[src/rtl/zone_target_tracker.sv]
// Per-frame target pixel counter over NUM_ZONES vertical strips, with argmax zone selection
// and frame-to-frame hysteresis on the detect flag.
module zone_target_tracker #(
   parameter int unsigned H_ACTIVE   = 640,
   parameter int unsigned NUM_ZONES  = 5,
   parameter int unsigned MIN_PIXELS = 200,
   parameter int unsigned PERSIST    = 3,
   parameter int unsigned CNT_W      = 19
) (
   input  logic                         clk,
   input  logic                         rst_n,
   input  logic                         active,
   input  logic                         vsync_n,
   input  logic                         is_target,
   output logic [$clog2(NUM_ZONES)-1:0] zone_idx,
   output logic                         detected,
   output logic                         result_valid,
   output logic [CNT_W-1:0]             total_count,
   output logic                         frame_overrun
);

   localparam int unsigned ZW        = $clog2(NUM_ZONES);
   localparam int unsigned CW        = $clog2(H_ACTIVE);
   localparam int unsigned PW        = $clog2(PERSIST + 1);
   localparam int unsigned ZONE_COLS = H_ACTIVE / NUM_ZONES;

   typedef enum logic [1:0] {StAccum, StSnap, StScan, StPublish} state_t;

   state_t           state_q, state_d;
   logic [CW-1:0]    col_q;
   logic             vs_q, armed_q, fall_q;
   logic [CNT_W-1:0] zone_cnt_q [NUM_ZONES];
   logic [CNT_W-1:0] shadow_q   [NUM_ZONES];
   logic [CNT_W-1:0] total_q, shadow_total_q, best_val_q;
   logic [ZW-1:0]    scan_idx_q, best_idx_q, zone_idx_q;
   logic [CNT_W-1:0] total_count_q;
   logic [PW-1:0]    hit_q, miss_q;
   logic             detected_q;

   logic [CW-1:0]    col_zone;
   logic [ZW-1:0]    pix_zone, final_idx;
   logic [CNT_W-1:0] scan_val;
   logic [PW-1:0]    hit_inc, miss_inc;
   logic             pix, take, scan_last, hit;

   function automatic logic [CNT_W-1:0] sat_inc(input logic [CNT_W-1:0] v);
      return (v == '1) ? v : v + CNT_W'(1);
   endfunction

   // Remainder columns beyond NUM_ZONES*ZONE_COLS fold into the last zone.
   assign col_zone  = col_q / CW'(ZONE_COLS);
   assign pix_zone  = (col_zone >= CW'(NUM_ZONES - 1)) ? ZW'(NUM_ZONES - 1) : col_zone[ZW-1:0];
   assign pix       = active & is_target;

   assign scan_val  = shadow_q[scan_idx_q];
   assign take      = (scan_idx_q == '0) || (scan_val > best_val_q);
   assign final_idx = take ? scan_idx_q : best_idx_q;
   assign scan_last = (scan_idx_q == ZW'(NUM_ZONES - 1));
   assign hit       = (shadow_total_q >= CNT_W'(MIN_PIXELS));
   assign hit_inc   = (hit_q == PW'(PERSIST)) ? hit_q : hit_q + PW'(1);
   assign miss_inc  = (miss_q == PW'(PERSIST)) ? miss_q : miss_q + PW'(1);

   always_comb begin
      state_d = state_q;
      case (state_q)
         StAccum:   if (fall_q) state_d = StSnap;
         StSnap:    state_d = StScan;
         StScan:    if (scan_last) state_d = StPublish;
         StPublish: state_d = StAccum;
         default:   state_d = StAccum;
      endcase
   end

   assign result_valid  = (state_q == StPublish);
   assign frame_overrun = fall_q && (state_q != StAccum);
   assign zone_idx      = zone_idx_q;
   assign detected      = detected_q;
   assign total_count   = total_count_q;

   // armed_q masks the first cycle after reset so a low vsync_n at release is not an edge.
   always_ff @(posedge clk or negedge rst_n) begin
      if (!rst_n) begin
         state_q <= StAccum;
         col_q   <= '0;
         vs_q    <= 1'b1;
         armed_q <= 1'b0;
         fall_q  <= 1'b0;
      end else begin
         state_q <= state_d;
         col_q   <= (!active || col_q == CW'(H_ACTIVE - 1)) ? '0 : col_q + CW'(1);
         vs_q    <= vsync_n;
         armed_q <= 1'b1;
         fall_q  <= armed_q & vs_q & ~vsync_n;
      end
   end

   always_ff @(posedge clk or negedge rst_n) begin
      if (!rst_n) begin
         for (int unsigned z = 0; z < NUM_ZONES; z++) begin
            zone_cnt_q[z] <= '0;
            shadow_q[z]   <= '0;
         end
         total_q        <= '0;
         shadow_total_q <= '0;
      end else if (state_q == StSnap) begin
         for (int unsigned z = 0; z < NUM_ZONES; z++) begin
            shadow_q[z]   <= zone_cnt_q[z];
            zone_cnt_q[z] <= (pix && pix_zone == ZW'(z)) ? CNT_W'(1) : '0;
         end
         shadow_total_q <= total_q;
         total_q        <= pix ? CNT_W'(1) : '0;
      end else if (pix) begin
         for (int unsigned z = 0; z < NUM_ZONES; z++) begin
            if (pix_zone == ZW'(z)) zone_cnt_q[z] <= sat_inc(zone_cnt_q[z]);
         end
         total_q <= sat_inc(total_q);
      end
   end

   // Results commit on the last scan cycle so they are already visible during the pulse.
   always_ff @(posedge clk or negedge rst_n) begin
      if (!rst_n) begin
         scan_idx_q    <= '0;
         best_idx_q    <= '0;
         best_val_q    <= '0;
         zone_idx_q    <= ZW'(NUM_ZONES / 2);
         total_count_q <= '0;
         hit_q         <= '0;
         miss_q        <= '0;
         detected_q    <= 1'b0;
      end else if (state_q == StSnap) begin
         scan_idx_q <= '0;
      end else if (state_q == StScan) begin
         scan_idx_q <= scan_idx_q + ZW'(1);
         if (take) begin
            best_val_q <= scan_val;
            best_idx_q <= scan_idx_q;
         end
         if (scan_last) begin
            total_count_q <= shadow_total_q;
            if (hit) begin
               zone_idx_q <= final_idx;
               miss_q     <= '0;
               hit_q      <= hit_inc;
               if (hit_inc == PW'(PERSIST)) detected_q <= 1'b1;
            end else begin
               hit_q  <= '0;
               miss_q <= miss_inc;
               if (miss_inc == PW'(PERSIST)) detected_q <= 1'b0;
            end
         end
      end
   end

endmodule

[config.mk]
export PLATFORM = sky130hd
export DESIGN_NAME = zone_target_tracker
export DESIGN_NICKNAME = d
export VERILOG_FILES = /design/src/rtl/zone_target_tracker.sv
export SDC_FILE = /design/constraint.sdc
export NUM_CORES = 1
export LEC_CHECK = 0
export BUFFER_PORTS_ARGS = -buffer_cell sky130_fd_sc_hd__buf_4
export CORE_UTILIZATION = 55
export CTS_BUF_LIST = sky130_fd_sc_hd__clkbuf_4 sky130_fd_sc_hd__clkbuf_8
export CTS_CLUSTER_SIZE = 24
export DETAILED_ROUTE_END_ITERATION = 10
export PLACE_DENSITY = 0.71
export SETUP_SLACK_MARGIN = 0.1
export SLEW_MARGIN = 0
export SYNTH_ARGS = -nofsm -noshare
export SYNTH_HDL_FRONTEND = slang
export SYNTH_SLANG_ARGS = --single-unit
[constraint.sdc]
create_clock -name clk -period 9 [get_ports clk]
set_input_delay 0.45 -clock clk [delete_from_list [all_inputs] [get_ports clk]]
set_output_delay 0.45 -clock clk [all_outputs]
set_load 0.02 [all_outputs]
==> flow_results.org <==
** Critical path
- The startpoint identified for the worst register-to-register timing path is scan_idx_q[2].
- R2R Setup Slk :: 4530 ps
- Counting cells, the worst reg-to-reg path comes to 11.
- Worst r2r dst :: best_val_q[9]
- Type of the worst setup path :: reg2reg
- CP startpoint kind :: flop
- Arrival time worst endpoint :: 4920 ps
- Maximum fanout encountered on the critical timing path :: 29
- The worst setup path is captured at a flop.
- Data required time of the worst path :: 9450 ps

** Clock network
- Buffer cell driving the clock tree root :: sky130_fd_sc_hd__clkbuf_8
- CTS Sinks :: 295
- The H-tree generated during clock tree synthesis spans 2 levels.
- CTS Buf Count :: 49
- Buffers added to address setup during post-CTS repair amount to 0.
- Clock transition at the registers of the reported paths :: 60 ps
- Post_cts resized :: 0
- Clock latency on the worst-skew pair, taken at its later pin, is 570 ps.
- Clock tree from TritonCTS :: yes
- Worst-case clock buffer depth :: 3

** Synth
- During synthesis, Yosys emitted a total of 0 warnings.
- EDFF count, synth :: 0
- Synthesis produced a netlist whose cell count is 1,262.
- Of the total synthesized cell area, the portion taken by full adders, half adders and majority gates is 0.0285.
- Share of the synthesized area in the top cell type :: 0.521
- Summing every instance area after synthesis gives 14,100 sq um.
- A synthesized cell averages 11.1 sq um.
- After synthesis, the share of cell area in mux cells is 0.144.
- Among all flip-flop cells after synthesis, the most frequent one is sky130_fd_sc_hd__dfrtp_1.
- Share of synthesized flip-flops with an asynchronous set or reset :: 1.00
- Synthesis inferred 295 register bits.
- In the post-synthesis netlist, the biggest area contributors are sky130_fd_sc_hd__dfrtp_1 (52%), sky130_fd_sc_hd__mux2_2 (10%), sky130_fd_sc_hd__xor2_1 (3.9%), sky130_fd_sc_hd__nor2_1 (3.9%), sky130_fd_sc_hd__mux2i_1 (3.1%).
- Counting every net in the synthesized netlist gives 1,299.
- Sequential-to-total area share from yosys stat :: 0.525
- Combinational family with the most area after synthesis :: simple AND/OR/NAND/NOR gates
- The netlist uses 68 different library cells.
- Most area-hungry cell type in the Yosys netlist :: sky130_fd_sc_hd__dfrtp_1
- Share of the synthesized netlist area taken by xor and xnor gates :: 0.0629
- Simple-gate area share of the yosys netlist :: 0.156
- The post-synthesis compound-gate area fraction was 0.0578.

** Floorplan
- The die covers 26,200 sq um.
- Initial core utilization :: 0.560
- Area of the core region :: 25,100 sq um
- The die is 162 microns tall.
- The die is 162 microns wide.
- Number of standard-cell rows in the floorplan :: 58
- In this run the count of I/O pins placed on the die edge is 30.

** Timing
- Share of the clock period used by the worst path :: 0.497
- Post-route setup TNS :: 0 ps
- At the pin with the least slew margin, the transition time is 1320 ps.
- Final critical path time including I/O delays and setup :: 4470 ps
- Setup repair after global routing left no endpoint under its margin.
- Setup violators final :: 0
- Relative slew margins :: 0.118
- Worst Skew :: 11.7 ps
- Number of hold violations in the final report :: 0
- Number of slew-limit violations in the final report :: 0
- Based on the critical path, the design can be clocked at up to 0.224 GHz.

** Outcome
- The run finished with clean final reports.

** Power and ir drop
- Summed over all nets, the switching power comes to 1.07 mW.
- Peak supply drop :: 0.209 mV
- Of the total power, the share spent switching nets is 0.305.
- Leakage dissipation :: 7.47 nW
- Int Power :: 2.44 mW
- Seq pwr share :: 0.407
- The share of total power dissipated in the clock network is 0.373.
- Relative contribution of combinational cells to total power :: 0.220
- Power density normalized to cell area :: 224 nW/um^2

** Global route
- Across every metal layer, demand over resource in global routing totals 0.225.
- Number of global-route vias before repair :: 9,102
- Global-route wire length before repair :: 47,400 microns
- For this run the aggregate overflow at the end of global routing stands at 0.
- Maximum number of pins on one net before global-route repair :: 175
- The number of antenna violations at the first check in global routing came to 0.

** Run
- Number of max-cap violations :: 0

** Detailed routing
- 1st-pass router iterations :: 4
- After detailed routing, the average wire length per cell comes to 17.1 microns.
- Final antenna-violating net count :: 0
- Average via count per standard cell :: 5.61
- For this block, the routed nets add up to 28,600 microns of wire.
- DR vias :: 9,346
- Initial DRC count :: 584
- DRC violations left :: 0

** Cells and area
- Number of antenna cells inserted :: 0
- In the final design database the tool counted 1,336 nets.
- Number of filler instances in the final layout :: 2,029
- Share of post-route cells with drive strength above 1 :: 0.214
- Growth of design area from synthesis to finish :: 11.4%
- Final design utilization :: 0.624
- Final non-filler cell area :: 15,700 sq um

** Worst hold path
- Hold Startpoint :: active
- Kind of path behind the tightest hold check :: in2reg
- The path with the worst hold slack has its endpoint at col_q[6].
- Number of cells traversed by the worst hold path :: 2

** Placed design
- After legalization and detailed placement, the total HPWL measured 19,000 microns.
- Standard cell area after detailed placement :: 14,500 sq um
- Input and output buffers added on the ports amount to 29.
- Weighted congestion at the end of routability-driven global placement :: 0.854
-- final cells by class --
class	count	area [sq um]	share of cell area
sequential	295	7390	0.471
inverter	34	128	0.00815
timing repair buffer	37	303	0.0193
multi-input combinational	882	6330	0.404
clock inverter	14	175	0.0112
clock buffer	74	931	0.0594
tap	330	413	0.0264
-- critical path, stage by stage (launching register included) --
cell,delay [ps]
sky130_fd_sc_hd__dfrtp_1,350
sky130_fd_sc_hd__buf_4,250
sky130_fd_sc_hd__nor2_1,1030
sky130_fd_sc_hd__a21oi_1,180
sky130_fd_sc_hd__o22ai_1,240
sky130_fd_sc_hd__ha_1,310
sky130_fd_sc_hd__a21oi_1,180
sky130_fd_sc_hd__o21ai_0,160
sky130_fd_sc_hd__a22oi_1,390
sky130_fd_sc_hd__a31oi_4,180
sky130_fd_sc_hd__o21ai_4,660
sky130_fd_sc_hd__mux2_2,410
-- Yosys cell counts (all sizes together), types with 2 or more instances --
| master | n |
|---|---|
| dfstp | 2 |
| inv | 34 |
| a21oi | 46 |
| nand4 | 35 |
| dfrtp | 293 |
| nand3b | 2 |
| nor3 | 10 |
| and3b | 2 |
| and3 | 23 |
| and4 | 19 |
| nor3b | 5 |
| nor4b | 5 |
| xor2 | 63 |
| nand2 | 113 |
| o21ai | 23 |
| nor2 | 145 |
| mux2 | 136 |
| o22a | 2 |
| and2 | 9 |
| nor2b | 6 |
| xnor2 | 38 |
| a31oi | 9 |
| nand2b | 5 |
| ha | 32 |
| o22ai | 17 |
| or2 | 2 |
| o31ai | 2 |
| nand3 | 51 |
| buf | 11 |
| or3 | 4 |
| o211ai | 2 |
| nor4 | 8 |
| o21a | 2 |
| a2111oi | 5 |
| a21o | 3 |
| mux2i | 43 |
| clkbuf | 40 |
-- power by group through the flow --
stage                     logic (mW)  clock network [mW]  registers, mW
after floorplan                0.589                   0           1.45
after global placement         0.759                   0           1.45
after detailed placement       0.766                   0           1.45
after CTS                      0.771                1.34           1.43
after global routing           0.834                1.40           1.43
final                          0.771                1.31           1.43
-- flip-flops by register name (all words and copies together), names as in the netlist --
register and count:
shadow_q 95, detected 1, total_q 19, shadow_total_q 19
scan_idx_q 3, best_val_q 19, col_q 10, state_q 2
vs_q 1, zone_cnt_q 95, zone_idx 3, total_count 19
hit_q 2, miss_q 2, armed_q 1, fall_q 1
best_idx_q 3
-- worst max path at each step --
| stage | startpoint | to | cells past startpoint |
|---|---|---|---|
| after floorplan | scan_idx_q[0] | best_val_q[18] | 14 |
| after global placement | scan_idx_q[2] | best_val_q[9] | 11 |
| after detailed placement | scan_idx_q[2] | best_val_q[10] | 11 |
| after CTS | scan_idx_q[2] | best_val_q[15] | 11 |
| after global routing | scan_idx_q[2] | best_val_q[16] | 11 |
| final | scan_idx_q[2] | best_val_q[9] | 11 |
-- layer usage --
| layer | track usage | vias up | share of wire |
|---|---|---|---|
| met2 | 0.343 | 155 | 0.46 |
| met3 | 0.0350 | 42 | 0.036 |
| met5 | 0 | - | 0 |
| met4 | 0.0720 | 0 | 0.020 |
| li1 | - | 4495 | - |
| met1 | 0.330 | 4654 | 0.49 |
-- cell usage in the layout (no fill, tap or decap), types with 4 or more instances in the layout --
cell                        netlist  layout
sky130_fd_sc_hd__clkbuf_4         0      14
sky130_fd_sc_hd__inv_1           34      34
sky130_fd_sc_hd__dfrtp_1        293     292
sky130_fd_sc_hd__a2111oi_2        5       5
sky130_fd_sc_hd__clkbuf_8         0      60
sky130_fd_sc_hd__clkinv_2         0       8
sky130_fd_sc_hd__mux2_4           9       9
sky130_fd_sc_hd__o21ai_0         21      21
sky130_fd_sc_hd__xnor2_1         38      38
sky130_fd_sc_hd__and2_1           8       8
sky130_fd_sc_hd__nand2b_1         5       5
sky130_fd_sc_hd__nand4_1         34      34
sky130_fd_sc_hd__ha_1            32      31
sky130_fd_sc_hd__nor4_1           7       7
sky130_fd_sc_hd__a31oi_1          8       8
sky130_fd_sc_hd__o22ai_1         17      17
sky130_fd_sc_hd__and4_1          17      17
sky130_fd_sc_hd__a21oi_1         44      44
sky130_fd_sc_hd__and3_1          23      23
sky130_fd_sc_hd__nand2_1        113     113
sky130_fd_sc_hd__nor3b_1          4       4
sky130_fd_sc_hd__nand3_1         50      50
sky130_fd_sc_hd__nor3_1          10      10
sky130_fd_sc_hd__or3_1            4       4
sky130_fd_sc_hd__nor2_1         145     145
sky130_fd_sc_hd__xor2_1          63      63
sky130_fd_sc_hd__buf_4            0      33
sky130_fd_sc_hd__nor2b_1          6       6
sky130_fd_sc_hd__bufinv_16        0       4
sky130_fd_sc_hd__mux2_2         127     127
sky130_fd_sc_hd__mux2i_1         43      43
-- per-stage QoR --
stage	setup WS, ps	hold WS [ps]	power [mW]	cells
after global routing	4310	162	3.66	1666
after detailed placement	4670	463	2.22	1576
after CTS	4650	159	3.53	1666
after floorplan	5580	154	2.04	1262
after global placement	4780	450	2.21	1576
final	4530	190	3.51	1666
-- logic make-up after synthesis --
family,Yosys count
flip-flops,295
AND/OR/NAND/NOR,445
multiplexers,180
AO/OA/AOI/OAI,123
buffers and inverters,85
other,1
XOR/XNOR,101
adder cells (fa/ha/maj),32
-- timing repair --
action | in CTS | in global routing
hold buffers | 2 | 0
setup endpoints to repair | 0 | 0
endpoints found under the hold margin | 21 | 0
Note: power is estimated with default switching activity, not from simulation.
